<file path="src/rtl/branch_cond_unit_if.sv">
// Bus bundle between the control unit and branch_cond_unit.
// The control unit uses the master modport and the condition FF uses the slave modport.
// Optional feature macro: BCU_TAKEN_COUNT_EN. When it is defined, the bundle
// also carries the taken counter.
interface branch_cond_unit_if #(
  parameter int DATA_W = 32,
  parameter int CNT_W  = 8
);

  // Strobes and operands driven by the control unit / datapath
  logic              CONin;
  logic              Ain;
  logic [3:0]        IRbits;
  logic [DATA_W-1:0] busMuxOut;

  // Results returned by the condition unit
  logic              q;
  logic              q_valid;
  logic              a_valid;
  logic              cond_err;
`ifdef BCU_TAKEN_COUNT_EN
  logic [CNT_W-1:0]  taken_count;
`endif

  // Reject nonsensical widths at elaboration time
  if (DATA_W < 1 || CNT_W < 1) begin : g_bad_width
    $error("branch_cond_unit_if: DATA_W and CNT_W must be >= 1");
  end

  modport master (
    output CONin,
    output Ain,
    output IRbits,
    output busMuxOut,
    input  q,
    input  q_valid,
    input  a_valid,
`ifdef BCU_TAKEN_COUNT_EN
    input  taken_count,
`endif
    input  cond_err
  );

  modport slave (
    input  CONin,
    input  Ain,
    input  IRbits,
    input  busMuxOut,
    output q,
    output q_valid,
    output a_valid,
`ifdef BCU_TAKEN_COUNT_EN
    output taken_count,
`endif
    output cond_err
  );

endinterface

</file>
<file path="src/rtl/branch_cond_unit.sv">
// branch_cond_unit: branch-condition flip-flop for the multi-cycle bus CPU.
// It evaluates a 4-bit condition code against busMuxOut and registers the
// taken/not-taken result into q.
// Two-operand codes compare a previously latched operand A with busMuxOut,
// which acts as operand B.
// Optional feature macro: BCU_TAKEN_COUNT_EN. It adds a saturating taken
// counter, taken_count.
module branch_cond_unit #(
  parameter int DATA_W = 32,
  parameter int ZERO_W = 32,
  parameter bit KEEP_A = 1'b0,
  parameter int CNT_W  = 8
) (
  input  logic               clk,
  input  logic               reset,   // asynchronous, active-low
  branch_cond_unit_if.slave  bus
);

  // Condition code map
  localparam logic [3:0] CC_ZERO  = 4'b0000;
  localparam logic [3:0] CC_NZERO = 4'b0001;
  localparam logic [3:0] CC_GEZ   = 4'b0010;
  localparam logic [3:0] CC_LTZ   = 4'b0011;
  localparam logic [3:0] CC_EQ    = 4'b0100;
  localparam logic [3:0] CC_NE    = 4'b0101;
  localparam logic [3:0] CC_LT_S  = 4'b0110;
  localparam logic [3:0] CC_GE_S  = 4'b0111;
  localparam logic [3:0] CC_LT_U  = 4'b1000;
  localparam logic [3:0] CC_GE_U  = 4'b1001;
  localparam logic [3:0] CC_GT_S  = 4'b1010;
  localparam logic [3:0] CC_LE_S  = 4'b1011;
  localparam logic [3:0] CC_ALWAYS = 4'b1100;
  localparam logic [3:0] CC_NEVER  = 4'b1101;

  // The zero test looks at a slice of the bus, so that slice cannot be wider than the bus
  if (ZERO_W < 1 || ZERO_W > DATA_W || CNT_W < 1) begin : g_bad_param
    $error("branch_cond_unit: need 1 <= ZERO_W <= DATA_W and CNT_W >= 1");
  end

  typedef enum logic {
    EMPTY = 1'b0,
    HELD  = 1'b1
  } a_state_t;

  a_state_t          state_q, state_d;
  logic [DATA_W-1:0] a_q, a_d;
  logic              take_q, take_d;
  logic              q_valid_q, q_valid_d;
  logic              cond_err_q, cond_err_d;

  // Decoded condition information
  logic              a_held;
  logic              two_op;
  logic              reserved_cc;
  logic              bus_zero;
  logic              bus_neg;
  logic              a_eq_b;
  logic              a_lt_b_s;
  logic              a_lt_b_u;
  logic              raw_result;
  logic              eval_result;
  logic              eval_err;

  assign a_held = (state_q == HELD);

  // Classify the condition code and form the operand flags for the comparison.
  // The comparisons use the full operand width. In the same cycle that A is being
  // reloaded, the old A is used.
  always_comb begin
    two_op      = (bus.IRbits >= CC_EQ) && (bus.IRbits <= CC_LE_S);
    reserved_cc = (bus.IRbits[3:1] == 3'b111);
    bus_zero    = (bus.busMuxOut[ZERO_W-1:0] == '0);
    bus_neg     = bus.busMuxOut[DATA_W-1];
    a_eq_b      = (a_q == bus.busMuxOut);
    a_lt_b_s    = ($signed(a_q) < $signed(bus.busMuxOut));
    a_lt_b_u    = (a_q < bus.busMuxOut);
  end

  // Select the raw result for the code, then mask it if the code is invalid in this context
  always_comb begin
    raw_result = 1'b0;
    unique case (bus.IRbits)
      CC_ZERO:   raw_result = bus_zero;
      CC_NZERO:  raw_result = !bus_zero;
      CC_GEZ:    raw_result = !bus_neg;
      CC_LTZ:    raw_result = bus_neg;
      CC_EQ:     raw_result = a_eq_b;
      CC_NE:     raw_result = !a_eq_b;
      CC_LT_S:   raw_result = a_lt_b_s;
      CC_GE_S:   raw_result = !a_lt_b_s;
      CC_LT_U:   raw_result = a_lt_b_u;
      CC_GE_U:   raw_result = !a_lt_b_u;
      CC_GT_S:   raw_result = !a_lt_b_s && !a_eq_b;
      CC_LE_S:   raw_result = a_lt_b_s || a_eq_b;
      CC_ALWAYS: raw_result = 1'b1;
      CC_NEVER:  raw_result = 1'b0;
      default:   raw_result = 1'b0;   // reserved codes 1110/1111
    endcase

    eval_err    = reserved_cc || (two_op && !a_held);
    eval_result = eval_err ? 1'b0 : raw_result;
  end

  // Next-state logic for the operand-A holder and the result registers.
  // Ain always wins and leaves the FSM in HELD. A compare consumes A only when
  // no reload happens in the same cycle.
  always_comb begin
    state_d    = state_q;
    a_d        = a_q;
    take_d     = take_q;
    q_valid_d  = q_valid_q;
    cond_err_d = cond_err_q;

    unique case (state_q)
      EMPTY: begin
        if (bus.Ain) begin
          state_d = HELD;
        end
      end
      HELD: begin
        if (bus.Ain) begin
          state_d = HELD;
        end else if (bus.CONin && two_op && !KEEP_A) begin
          state_d = EMPTY;
        end
      end
      default: state_d = EMPTY;
    endcase

    if (bus.Ain) begin
      a_d = bus.busMuxOut;
    end

    if (bus.CONin) begin
      take_d     = eval_result;
      cond_err_d = eval_err;
      q_valid_d  = 1'b1;
    end else if (bus.Ain) begin
      // Re-arming operand A makes any earlier result stale
      q_valid_d  = 1'b0;
    end
  end

  // State and result registers. An asynchronous reset discards any held operand.
  always_ff @(posedge clk or negedge reset) begin
    if (!reset) begin
      state_q    <= EMPTY;
      a_q        <= '0;
      take_q     <= 1'b0;
      q_valid_q  <= 1'b0;
      cond_err_q <= 1'b0;
    end else begin
      state_q    <= state_d;
      a_q        <= a_d;
      take_q     <= take_d;
      q_valid_q  <= q_valid_d;
      cond_err_q <= cond_err_d;
    end
  end

  assign bus.q        = take_q;
  assign bus.q_valid  = q_valid_q;
  assign bus.a_valid  = a_held;
  assign bus.cond_err = cond_err_q;

`ifdef BCU_TAKEN_COUNT_EN
  logic [CNT_W-1:0] taken_count_q, taken_count_d;

  // Count taken evaluations and stick at the all-ones value
  always_comb begin
    taken_count_d = taken_count_q;
    if (bus.CONin && eval_result && (taken_count_q != {CNT_W{1'b1}})) begin
      taken_count_d = taken_count_q + 1'b1;
    end
  end

  // Taken counter register. Only reset clears it.
  always_ff @(posedge clk or negedge reset) begin
    if (!reset) begin
      taken_count_q <= '0;
    end else begin
      taken_count_q <= taken_count_d;
    end
  end

  assign bus.taken_count = taken_count_q;
`endif

endmodule

</file>
<file path="src/flat_wrapper.sv">
// flat-port wrapper written by rule: the top's interface ports become plain ports
module branch_cond_unit_flat 
#(
  parameter int DATA_W = 32,
  parameter int ZERO_W = 32,
  parameter bit KEEP_A = 1'b0,
  parameter int CNT_W  = 8
)
  (clk, reset, bus_CONin, bus_Ain, bus_IRbits, bus_busMuxOut, bus_q, bus_q_valid, bus_a_valid, bus_cond_err);
  branch_cond_unit_if #(.DATA_W(DATA_W), .CNT_W(CNT_W)) bus_i ();
  input  logic clk;
  input  logic reset;
  input wire logic [$bits(bus_i.CONin)-1:0] bus_CONin;
  input wire logic [$bits(bus_i.Ain)-1:0] bus_Ain;
  input wire logic [$bits(bus_i.IRbits)-1:0] bus_IRbits;
  input wire logic [$bits(bus_i.busMuxOut)-1:0] bus_busMuxOut;
  output wire logic [$bits(bus_i.q)-1:0] bus_q;
  output wire logic [$bits(bus_i.q_valid)-1:0] bus_q_valid;
  output wire logic [$bits(bus_i.a_valid)-1:0] bus_a_valid;
  output wire logic [$bits(bus_i.cond_err)-1:0] bus_cond_err;
  assign bus_i.CONin = bus_CONin;
  assign bus_i.Ain = bus_Ain;
  assign bus_i.IRbits = bus_IRbits;
  assign bus_i.busMuxOut = bus_busMuxOut;
  assign bus_q = bus_i.q;
  assign bus_q_valid = bus_i.q_valid;
  assign bus_a_valid = bus_i.a_valid;
  assign bus_cond_err = bus_i.cond_err;
  branch_cond_unit #(.DATA_W(DATA_W), .ZERO_W(ZERO_W), .KEEP_A(KEEP_A), .CNT_W(CNT_W)) u_core (.clk(clk), .reset(reset), .bus(bus_i));
endmodule
</file>
<file path="config.mk">
export PLATFORM = sky130hd
export DESIGN_NAME = branch_cond_unit_flat
export DESIGN_NICKNAME = d
export VERILOG_FILES = /design/src/rtl/branch_cond_unit_if.sv /design/src/rtl/branch_cond_unit.sv /design/src/flat_wrapper.sv
export SDC_FILE = /design/constraint.sdc
export NUM_CORES = 1
export LEC_CHECK = 0
export CAP_MARGIN = 20
export CORE_UTILIZATION = 53
export DETAILED_ROUTE_END_ITERATION = 7
export GPL_TIMING_DRIVEN = 1
export PLACE_DENSITY = 0.86
export SYNTH_ARGS = -nofsm -noshare
export SYNTH_HDL_FRONTEND = slang
export SYNTH_SLANG_ARGS = --single-unit
</file>
<file path="constraint.sdc">
create_clock -name clk -period 3.3 [get_ports clk]
set_input_delay 0.66 -clock clk [delete_from_list [all_inputs] [get_ports clk]]
set_output_delay 0.66 -clock clk [all_outputs]
set_load 0.1 [all_outputs]
</file>
### Yosys cells after proc, flatten, opt, wreduce, memory -nomap -nowiden

Index checks and enable logic that the tools add are counted.

* order comparisons: 4
* equality and inequality tests: 14
* reduce and logical (&&, ||, !) cells: 15
* bitwise logic cells: 1
* multiplexer cells: 8

Operators with widths (count)
* less-than comparator 32 bit: 2
* == test 32 bit: 1
* logical NOT 32 bit: 1
* == test 4 bit (second input constant): 5
* == test 4 x 3 -> 1 bit (second input constant): 4
* case mux 1 bit (13 select lines): 1
* == test 4 x 2 -> 1 bit (second input constant): 2
* logical NOT 1 bit: 6
* two-way mux 1 bit: 6
* == test 4 x 1 -> 1 bit (second input constant): 1
* greater-or-equal comparator 4 x 3 -> 1 bit (second input constant): 1
* less-or-equal comparator 4 bit (second input constant): 1
* logical AND 1 bit: 4
* logical NOT 4 bit: 1
* == test 3 bit (second input constant): 1
* logical OR 1 bit: 2
* case mux 1 bit (2 select lines): 1
* nonzero test 2 bit: 1
* NOT 1 bit: 1

* output and inout bits: 4
* bits of input ports: 40
* logic and storage cells: 47
* flip-flop bits (word level): 36

### Longest topological paths before layout

Gate-level depths: netlist (run 1).

* depth after elaboration: 6
* gate-level depth with buffers: 10
* gate-level depth less buffers: 9

### Least setup slack after synthesis (run 1)

OpenSTA, ideal clock, no wires.

* kind: input-to-reg
* from: input bus_busMuxOut[13]
* to: register u_core.take_q, in the netlist u_core.bus.q
* slack: 603 ps
* arrival time: 2564 ps
* stages on the path: 9
* setup time: 133 ps
* buffers on the path: 0
* data required time: 3167 ps
* cells stage by stage: inv_1 -> ha_1 -> a21o_1 -> a21o_1 -> a221o_1 -> o311a_4 -> o211a_1 -> a2111oi_2 -> o211ai_1

* word-level cells in the longest chain between the ends: 5
* elaborated cells between the ends (all ways): 12
* classes of those cells: order compare: 2; eq/ne: 1; mux: 2; reduce/logical: 7

RTL lines
* start: declaration: RTL line flat_wrapper.sv:16 `input wire logic [$bits(bus_i.busMuxOut)-1:0] bus_busMuxOut;`
* less-than comparator 32 bit / == test 32 bit (equally long branches): RTL line branch_cond_unit.sv:75, branch_cond_unit.sv:74
* logical NOT 1 bit (on tied branches): RTL line branch_cond_unit.sv:90, branch_cond_unit.sv:93, branch_cond_unit.sv:88
* logical AND 1 bit: RTL line branch_cond_unit.sv:93 `CC_GT_S: raw_result = !a_lt_b_s && !a_eq_b;`
* case mux 1 bit (13 select lines) *: RTL line branch_cond_unit.sv:82 `unique case (bus.IRbits)`
* two-way mux 1 bit *: RTL line branch_cond_unit.sv:101 `eval_result = eval_err ? 1'b0 : raw_result;`
* end signal: assignment: RTL line branch_cond_unit.sv:155 `take_q <= take_d;`
* end: declaration: RTL line branch_cond_unit.sv:47 `logic take_q, take_d;`

Mark *: on every way between the ends. The rest lies on a longest branch, timed or not.
A chain may end at the register's enable or synchronous reset.

### Worst setup path in the final report (run 1)

* from: input bus_busMuxOut[26]
* to: register u_core.take_q, in the netlist u_core.bus.q

The elaborated chain is that of the path after synthesis.

==> summary.md, run 1 <==
| Metric | Value |
|---|---|
| Depth of the CTS H-tree | `2` |
| Largest net degree at the start of global routing | `37` |
| I/O pin total | `44` |
| Startpoint type of the worst setup path | `input port` |
| Fraction of synthesis flops using an asynchronous set or reset pin | `1.00` |
| Max_slew headroom | `0.698` |
| Largest area contributor in the netlist | `sky130_fd_sc_hd__dfrtp_1` |
| Yosys top cell area share | `0.363` |
| Worst IR drop on VDD | `245 uV` |
| DRC violations left | `0` |
| Worst hold start | `u_core.bus.q_valid` |
| Worst reg2reg path endpoint | `u_core.bus.q` |
| Total CTS buffers | `5` |
| Delay contributed by the slowest stage of the critical path | `0.51 ns` |
| Number of synthesized flops with an enable pin | `0` |
| Post-synthesis sequential area ratio | `0.363` |
| Setup repair after global routing missed its margin | `no` |
| Register-to-register path setup slack | `0.80 ns` |
| Final Hold Vio Count | `0` |
| Net switching component of the power | `0.000378 W` |
| Final HPWL from detailed placement | `3.85 mm` |
| Antenna violations before repair | `0` |
| Diode insertion count for antenna repair | `0` |
| Total core area | `4410 sq um` |
| Endpoint class of the critical path | `flip-flop` |
| Number of instances in the synthesized netlist | `244` |
| Crit share post-route | `0.927` |
| Fraction of the core area covered by cells at the end of the flow | `0.706` |
| Crit path max fanout | `3` |
| Post-cts repair resize count | `0` |
| Gr ovfl total | `0` |
| Cell count after placement | `341` |
| Data required time at the worst endpoint | `3.50 ns` |
| Port buffer count | `43` |
| Share of cell area taken by muxes after synthesis | `0.141` |
| Starting density of the core | `0.562` |
| Floorplan row count | `24` |
| Type of the worst min-delay path | `flip-flop to flip-flop` |
| First DRT Iteration DRCs | `78` |
| Adder-Cell Fraction of Synth Area | `0.182` |
| Cell variety after synth | `34` |
| Final #Nets | `372` |
| Number of violations of the max-capacitance limit | `0` |
| Run status | `finished clean` |
| Overall Global Routing Usage | `0.223` |
| Slew @ Worst Pin | `0.449 ns` |
| Worst path setup slack after routing | `0.240 ns` |
| Flop and latch count out of synthesis | `36` |
| RR Startpoint | `u_core.a_q[23]` |
| Clock-pin slew on the worst setup and hold paths | `0.07 ns` |
| Final weighted congestion in routability-driven placement | `0.884` |
| Dpl ws | `-0.0512 ns` |
| Avg Vias per Cell | `5.67` |
| Biggest area contributors in the synthesized netlist | `sky130_fd_sc_hd__dfrtp_1, sky130_fd_sc_hd__ha_1, sky130_fd_sc_hd__mux2_2` |
| Overall via count from detail_route | `1,980` |
| Fraction of the mapped netlist area in compound gates | `0.121` |
| Combined area of all synthesized cells | `2480 sq um` |
| Final setup fails | `0` |
| Number of instances on the worst hold path | `1` |
| Clock tree from TritonCTS | `done` |
| Crit-path cells | `clkdlybuf4s50_1 -> inv_1 -> ha_1 -> and3_1 -> and4_2 -> a221oi_1 -> o21ai_0 -> buf_4 -> nor4_1 -> a2111oi_2 -> o211ai_1` |
| Final non-filler cell total | `349` |
| Clock period minus worst slack | `3.06 ns` |
| Cell at the slowest stage of the critical path | `sky130_fd_sc_hd__clkdlybuf4s50_1` |
| Detail Route Antenna Nets | `0` |
| Worst-Skew Late Latency | `0.29 ns` |
| Mapped Avg Cell Area | `10.2 sq um` |
| Maximum clock rate | `327 MHz` |
| Setup TNS Final | `0 ns` |
| Area of the die | `4960 sq um` |
| Count of pins over their slew limit | `0` |
| Max Root-Sink Buffers | `2` |
| Total iterations of the first detailed-routing run | `4` |
| Fraction of power spent switching nets | `0.299` |
| Simple-Gate Fraction of Synth Area | `0.124` |
| Flop pwr share | `0.405` |
| Post-Synth XOR/XNOR Area | `0.00353` |
| Number of global-route vias before repair | `1,958` |
| Combinational family with the most area after synthesis | `adder cells` |
| Post-CTS setup buffers | `0` |
| Wire length of the first global-routing pass | `8.63 mm` |
| Net count after synthesis | `320` |
| Average wire length per cell after detail routing | `14.5 um` |
| Final routed wirelength across all metal layers | `5.06 mm` |
| Count of synthesis-stage warnings from yosys | `0` |
| Proportion of layout cells with a drive suffix above 1 | `0.199` |
| Prevailing post-synth register cell | `sky130_fd_sc_hd__dfrtp_1` |
| Clk sink count | `36` |
| Worst path arrival time | `3.26 ns` |
| Proportion of power drawn by the clock network | `0.301` |
| Standby leakage power | `1.52 nW` |
| Vertical die dimension | `70.4 um` |
| Hold Crit Endpoint | `u_core.bus.q_valid` |
| Relative contribution of combinational cells to total power | `0.294` |
| Width of the die | `70.4 um` |
| Length in cells of the worst reg-to-reg path | `9` |
| Area added between synthesis and finish | `25.6%` |
| Count of hold-fix buffers inserted at cts | `0` |
| Cell chosen for the clock root | `sky130_fd_sc_hd__clkbuf_8` |
| Total power per unit cell area | `406 nW/um^2` |
| Kind of critical path | `input port to flip-flop` |
| Worst Skew | `0.00499 ns` |
| Internal power | `0.000886 W` |
[worst max-delay path: cells and delay by family]
family | cells | cell delay, ns
buffers and inverters | 3 | 0.77
adder cells (fa/ha/maj) | 1 | 0.30
AND/OR/NAND/NOR | 3 | 0.83
AO/OA/AOI/OAI | 4 | 0.70
[logic make-up (layout without fill, tap and decap cells)]
kind of cell / Yosys count / after routing
AO/OA/AOI/OAI: 42 / 42
XOR/XNOR: 1 / 1
adder cells (fa/ha/maj): 36 / 36
buffers and inverters: 44 / 97
flip-flops: 36 / 36
multiplexers: 31 / 31
AND/OR/NAND/NOR: 54 / 54
[through the flow]
step / total power (W) / hold WS [ns] / instance area [sq um]
floorplan: 0.000753 / 0.364 / 2480
global placement: 0.000876 / 0.470 / 3010
detailed placement: 0.000890 / 0.482 / 3010
CTS: 0.00128 / 0.490 / 3120
global route: 0.00134 / 0.514 / 3120
finish: 0.00126 / 0.484 / 3120
[cell usage after synthesis (2+ instances only)]
cell                       instances
sky130_fd_sc_hd__nand3_1           5
sky130_fd_sc_hd__a21oi_1          12
sky130_fd_sc_hd__inv_1            37
sky130_fd_sc_hd__ha_1             36
sky130_fd_sc_hd__a221oi_1          2
sky130_fd_sc_hd__nand2_1          12
sky130_fd_sc_hd__nand4_1           5
sky130_fd_sc_hd__clkbuf_1          7
sky130_fd_sc_hd__nor2_1            5
sky130_fd_sc_hd__o211ai_1          2
sky130_fd_sc_hd__nor2b_1           2
sky130_fd_sc_hd__dfrtp_1          36
sky130_fd_sc_hd__a31oi_1           3
sky130_fd_sc_hd__mux2_2           31
sky130_fd_sc_hd__and4_1            3
sky130_fd_sc_hd__and4_2            2
sky130_fd_sc_hd__and3_1            4
sky130_fd_sc_hd__nor3_1            2
sky130_fd_sc_hd__nand2b_1          2
sky130_fd_sc_hd__nor4_1           10
sky130_fd_sc_hd__a21o_1            7
sky130_fd_sc_hd__o21ai_0           7
[cells in the final DEF (no fill, tap or decap), types with 4 or more instances in the layout]
master                            instances
sky130_fd_sc_hd__a21o_1                   7
sky130_fd_sc_hd__o21ai_0                  7
sky130_fd_sc_hd__dfrtp_1                 36
sky130_fd_sc_hd__nor4_1                  10
sky130_fd_sc_hd__nand4_1                  5
sky130_fd_sc_hd__nand3_1                  5
sky130_fd_sc_hd__inv_1                   37
sky130_fd_sc_hd__clkbuf_8                 5
sky130_fd_sc_hd__buf_4                   13
sky130_fd_sc_hd__clkdlybuf4s50_1         39
sky130_fd_sc_hd__a21oi_1                 12
sky130_fd_sc_hd__and3_1                   4
sky130_fd_sc_hd__ha_1                    36
sky130_fd_sc_hd__nand2_1                 12
sky130_fd_sc_hd__mux2_2                  31
sky130_fd_sc_hd__nor2_1                   5
[per-layer routing]
metal  GRT usage  vias to the layer above  wire (um)
li1            -                      982          -
met5           0                        -          0
met4      0.0756                        0         99
met2       0.392                       48       2520
met3      0.0491                       10        207
met1       0.266                      940       2230
[registers in the layout (all words and copies together), names as in the netlist]
register	count
u_core.a_q	32
u_core.bus.a_valid	1
u_core.bus.cond_err	1
u_core.bus.q	1
u_core.bus.q_valid	1
[power groups by stage]
stage	registers (W)	logic (W)	clock network, W
after global routing	0.000517	0.000411	0.000415
after detailed placement	0.000521	0.000369	0
after global placement	0.000519	0.000358	0
final	0.000513	0.000371	0.000381
after floorplan	0.000566	0.000187	0
after CTS	0.000513	0.000373	0.000391
[area by class of cell]
type	instances	area (sq um)
sequential	36	901
clock buffer	6	72.6
fill	357	1300
multi-input combinational	164	1420
timing repair buffer	52	488
tap	52	65.1
inverter	37	139
clock inverter	2	35.0
[worst max path at each step]
stage | start | to | slack, ns | depth (start not counted)
6_report | bus_busMuxOut[26] | u_core.bus.q | 0.24 | 11
5_1_grt | bus_busMuxOut[29] | u_core.bus.q | 0.06 | 11
4_1_cts | bus_busMuxOut[29] | u_core.bus.q | 0.25 | 11
3_5_place_dp | bus_busMuxOut[23] | u_core.bus.q | -0.05 | 11
3_3_place_gp | bus_busMuxOut[13] | u_core.bus.q | 0.03 | 10
2_1_floorplan | bus_busMuxOut[13] | u_core.bus.q | 0.60 | 9
No activity file was read; power rests on OpenSTA's default activity.
==> run 2, diff against run 1 <==
--- a/config.mk
+++ b/config.mk
@@ -7,9 +7,11 @@
 export LEC_CHECK = 0
 export CAP_MARGIN = 20
 export CORE_UTILIZATION = 53
+export CTS_CLUSTER_DIAMETER = 50
 export DETAILED_ROUTE_END_ITERATION = 7
 export GPL_TIMING_DRIVEN = 1
 export PLACE_DENSITY = 0.86
+export SKIP_CTS_REPAIR_TIMING = 1
 export SYNTH_ARGS = -nofsm -noshare
 export SYNTH_HDL_FRONTEND = slang
 export SYNTH_SLANG_ARGS = --single-unit
==> constraint.sdc (replaced) <==
create_clock -name clk -period 3 [get_ports clk]
set_input_delay 0.6 -clock clk [delete_from_list [all_inputs] [get_ports clk]]
set_output_delay 0.6 -clock clk [all_outputs]
set_load 0.1 [all_outputs]
==> run 2 against run 1 <==
Flip-flop and latch count unchanged. Via count increased by 4.4%. Die area unchanged. Worst setup slack got worse by 0.13 ns. Combinational power increased by 21%. Wire length increased by 2.9%. Power increased by 8.4%.
==> summary.md, run 2 (synthesized netlist as in run 1, its figures left out) <==
| Metric | Value |
|---|---|
| Endpoint of the most critical setup path | `u_core.bus.q` |
| Worst path depth | `10 (-1)` |
| Fraction of power spent switching nets | `0.311 (+0.0114)` |
| Max_slew headroom | `0.657 (-0.0413)` |
| Largest net degree at the start of global routing | `37 (unchanged)` |
| Starting density of the core | `0.562 (unchanged)` |
| Worst-Skew Late Latency | `0.29 ns (about the same)` |
| Final weighted congestion in routability-driven placement | `0.883 (-0.15%)` |
| Crit path max fanout | `3 (unchanged)` |
| Standby leakage power | `1.64 nW (+8.2%)` |
| Total power after layout | `0.00137 W (+8.4%)` |
| Count of pins over their slew limit | `0 (unchanged)` |
| Total iterations of the first detailed-routing run | `5 (+1)` |
| Worst Skew | `0.00338 ns (-0.00161 ns)` |
| Clock period minus worst slack | `2.89 ns` |
| Buffers plus inverters on the worst setup path | `2 (-1)` |
| Proportion of power drawn by the clock network | `0.260 (-0.041)` |
| Total power per unit cell area | `411 nW/um^2 (+1.3%)` |
| Slew @ Worst Pin | `0.513 ns (+0.0645 ns)` |
| Net switching component of the power | `0.000426 W (+13%)` |
| Crit-path cells | `clkdlybuf4s50_1 -> inv_1 -> ha_1 -> and4_1 -> and4_2 -> a221oi_1 -> o21ai_1 -> o211a_1 -> a2111oi_4 -> o211ai_1` |
| Wire length of the first global-routing pass | `9.08 mm (+5.3%)` |
| Non-Filler Cell Area, Final | `3330 sq um (+7.0%)` |
| Highest-count cells in the layout ignoring fill and taps | `sky130_fd_sc_hd__clkdlybuf4s50_1, sky130_fd_sc_hd__buf_4, sky130_fd_sc_hd__inv_1, sky130_fd_sc_hd__ha_1, sky130_fd_sc_hd__dfrtp_1` |
| Gr ovfl total | `0 (unchanged)` |
| Area added between synthesis and finish | `34.3%` |
| Number of violations of the max-capacitance limit | `0 (unchanged)` |
| Overall via count from detail_route | `2,068 (+4.4%)` |
| Average wire length per cell after detail routing | `13.9 um (-4.0%)` |
| Clock tree from TritonCTS | `done` |
| Area of the die | `4960 sq um (unchanged)` |
| Total CTS buffers | `5 (unchanged)` |
| Number of global-route vias before repair | `2,101 (+7.3%)` |
| I/O pin total | `44 (unchanged)` |
| RR Startpoint | `u_core.a_q[13]` |
| Run status | `finished clean` |
| Endpoint class of the critical path | `flip-flop` |
| Startpoint type of the worst setup path | `input port` |
| Max reg flops | `32 (unchanged)` |
| Cell chosen for the clock root | `sky130_fd_sc_hd__clkbuf_8` |
| Final routed wirelength across all metal layers | `5.21 mm (+2.9%)` |
| Data required time at the worst endpoint | `3.16 ns (-0.34 ns)` |
| Register-to-register path setup slack | `0.56 ns (-0.24 ns)` |
| Vertical die dimension | `70.4 um (unchanged)` |
| Origin of the worst setup path | `bus_busMuxOut[23]` |
| Worst path arrival time | `3.05 ns (-0.21 ns)` |
| Internal power | `0.000945 W (+6.6%)` |
| Port buffer count | `43 (unchanged)` |
| Total core area | `4410 sq um (unchanged)` |
| First DRT Iteration DRCs | `69 (-12%)` |
| Worst hold start | `u_core.bus.q_valid` |
| Delay contributed by the slowest stage of the critical path | `0.48 ns (-0.03 ns)` |
| Clock-pin slew on the worst setup and hold paths | `0.07 ns (about the same)` |
| Cell at the slowest stage of the critical path | `sky130_fd_sc_hd__clkdlybuf4s50_1` |
| Detail Route Antenna Nets | `0 (unchanged)` |
| Antenna violations before repair | `0 (unchanged)` |
| Crit path max-delay family | `compound AO/OA/AOI/OAI gates` |
| Final Hold Vio Count | `0 (unchanged)` |
| Max Root-Sink Buffers | `2 (unchanged)` |
| Dpl cell area | `3200 sq um (+6.2%)` |
| Floorplan row count | `24 (unchanged)` |
| Relative contribution of combinational cells to total power | `0.329 (+0.035)` |
| Diode insertion count for antenna repair | `0 (unchanged)` |
| Final setup fails | `0 (unchanged)` |
| Type of the worst min-delay path | `flip-flop to flip-flop` |
| DRC violations left | `0 (unchanged)` |
| Maximum clock rate | `346 MHz` |
| Setup TNS Final | `0 ns (unchanged)` |
| Largest register by flop count | `u_core.a_q` |
| Clk sink count | `36 (unchanged)` |
| Length in cells of the worst reg-to-reg path | `8 (-1)` |
| Depth of the CTS H-tree | `2 (unchanged)` |
| Worst IR drop on VDD | `281 uV (+15%)` |
| Kind of critical path | `input port to flip-flop` |
| Final #Nets | `397 (+6.7%)` |
| Crit share post-route | `0.963` |
| Flop pwr share | `0.411 (+0.006)` |
| Proportion of layout cells with a drive suffix above 1 | `0.267 (+0.0684)` |
| Worst reg2reg path endpoint | `u_core.bus.q` |
| Final HPWL from detailed placement | `4.00 mm (+4.0%)` |
| Overall Global Routing Usage | `0.230 (+0.00703)` |
| Width of the die | `70.4 um (unchanged)` |
| Avg Vias per Cell | `5.53 (-2.5%)` |
-- run 2: final cells by class --
type	count	area, sq um
clock buffer	8	90.1
multi-input combinational	164	1460
tap	52	65.1
inverter	37	139
fill	328	1080
timing repair buffer	77	678
sequential	36	901
-- run 2: worst register-to-register path: cells and delay by family (launching register included) --
family | cells | cell delay, ns
flops | 1 | 0.39
compound gates | 7 | 1.65
fa+ha+maj | 1 | 0.29
-- run 2: routing by layer --
layer	GRT usage	part of all wire
met5	0	0
met4	0.0489	0.0081
met3	0.0505	0.033
met2	0.423	0.51
met1	0.270	0.45
-- run 2: worst min path at each step --
stage | depth (start not counted) | slack (ns) | endpoint
floorplan | 0 | 0.30 | u_core.a_q[0]
global placement | 1 | 0.47 | u_core.bus.q_valid
detailed placement | 1 | 0.47 | u_core.bus.q_valid
CTS | 1 | 0.49 | u_core.bus.q_valid
global route | 1 | 0.52 | u_core.a_q[23]
finish | 1 | 0.49 | u_core.bus.q_valid
-- run 2: through the flow --
step	hold WS (ns)	util	setup WS, ns	cells
floorplan	0.304	-	0.363	244
global placement	0.471	0.724	-0.216	366
detailed placement	0.474	0.724	-0.308	366
CTS	0.491	0.744	0.00573	374
global route	0.525	0.755	-0.0290	374
finish	0.488	0.755	0.111	374
-- run 2: power by group through the flow --
| stage | combinational (W) | clock [W] | sequential, W |
|---|---|---|---|
| 2_1_floorplan | 0.000206 | 0 | 0.000622 |
| 3_3_place_gp | 0.000423 | 0 | 0.000571 |
| 3_5_place_dp | 0.000436 | 0 | 0.000573 |
| 4_1_cts | 0.000439 | 0.000365 | 0.000564 |
| 5_1_grt | 0.000498 | 0.000386 | 0.000570 |
| 6_report | 0.000450 | 0.000356 | 0.000564 |
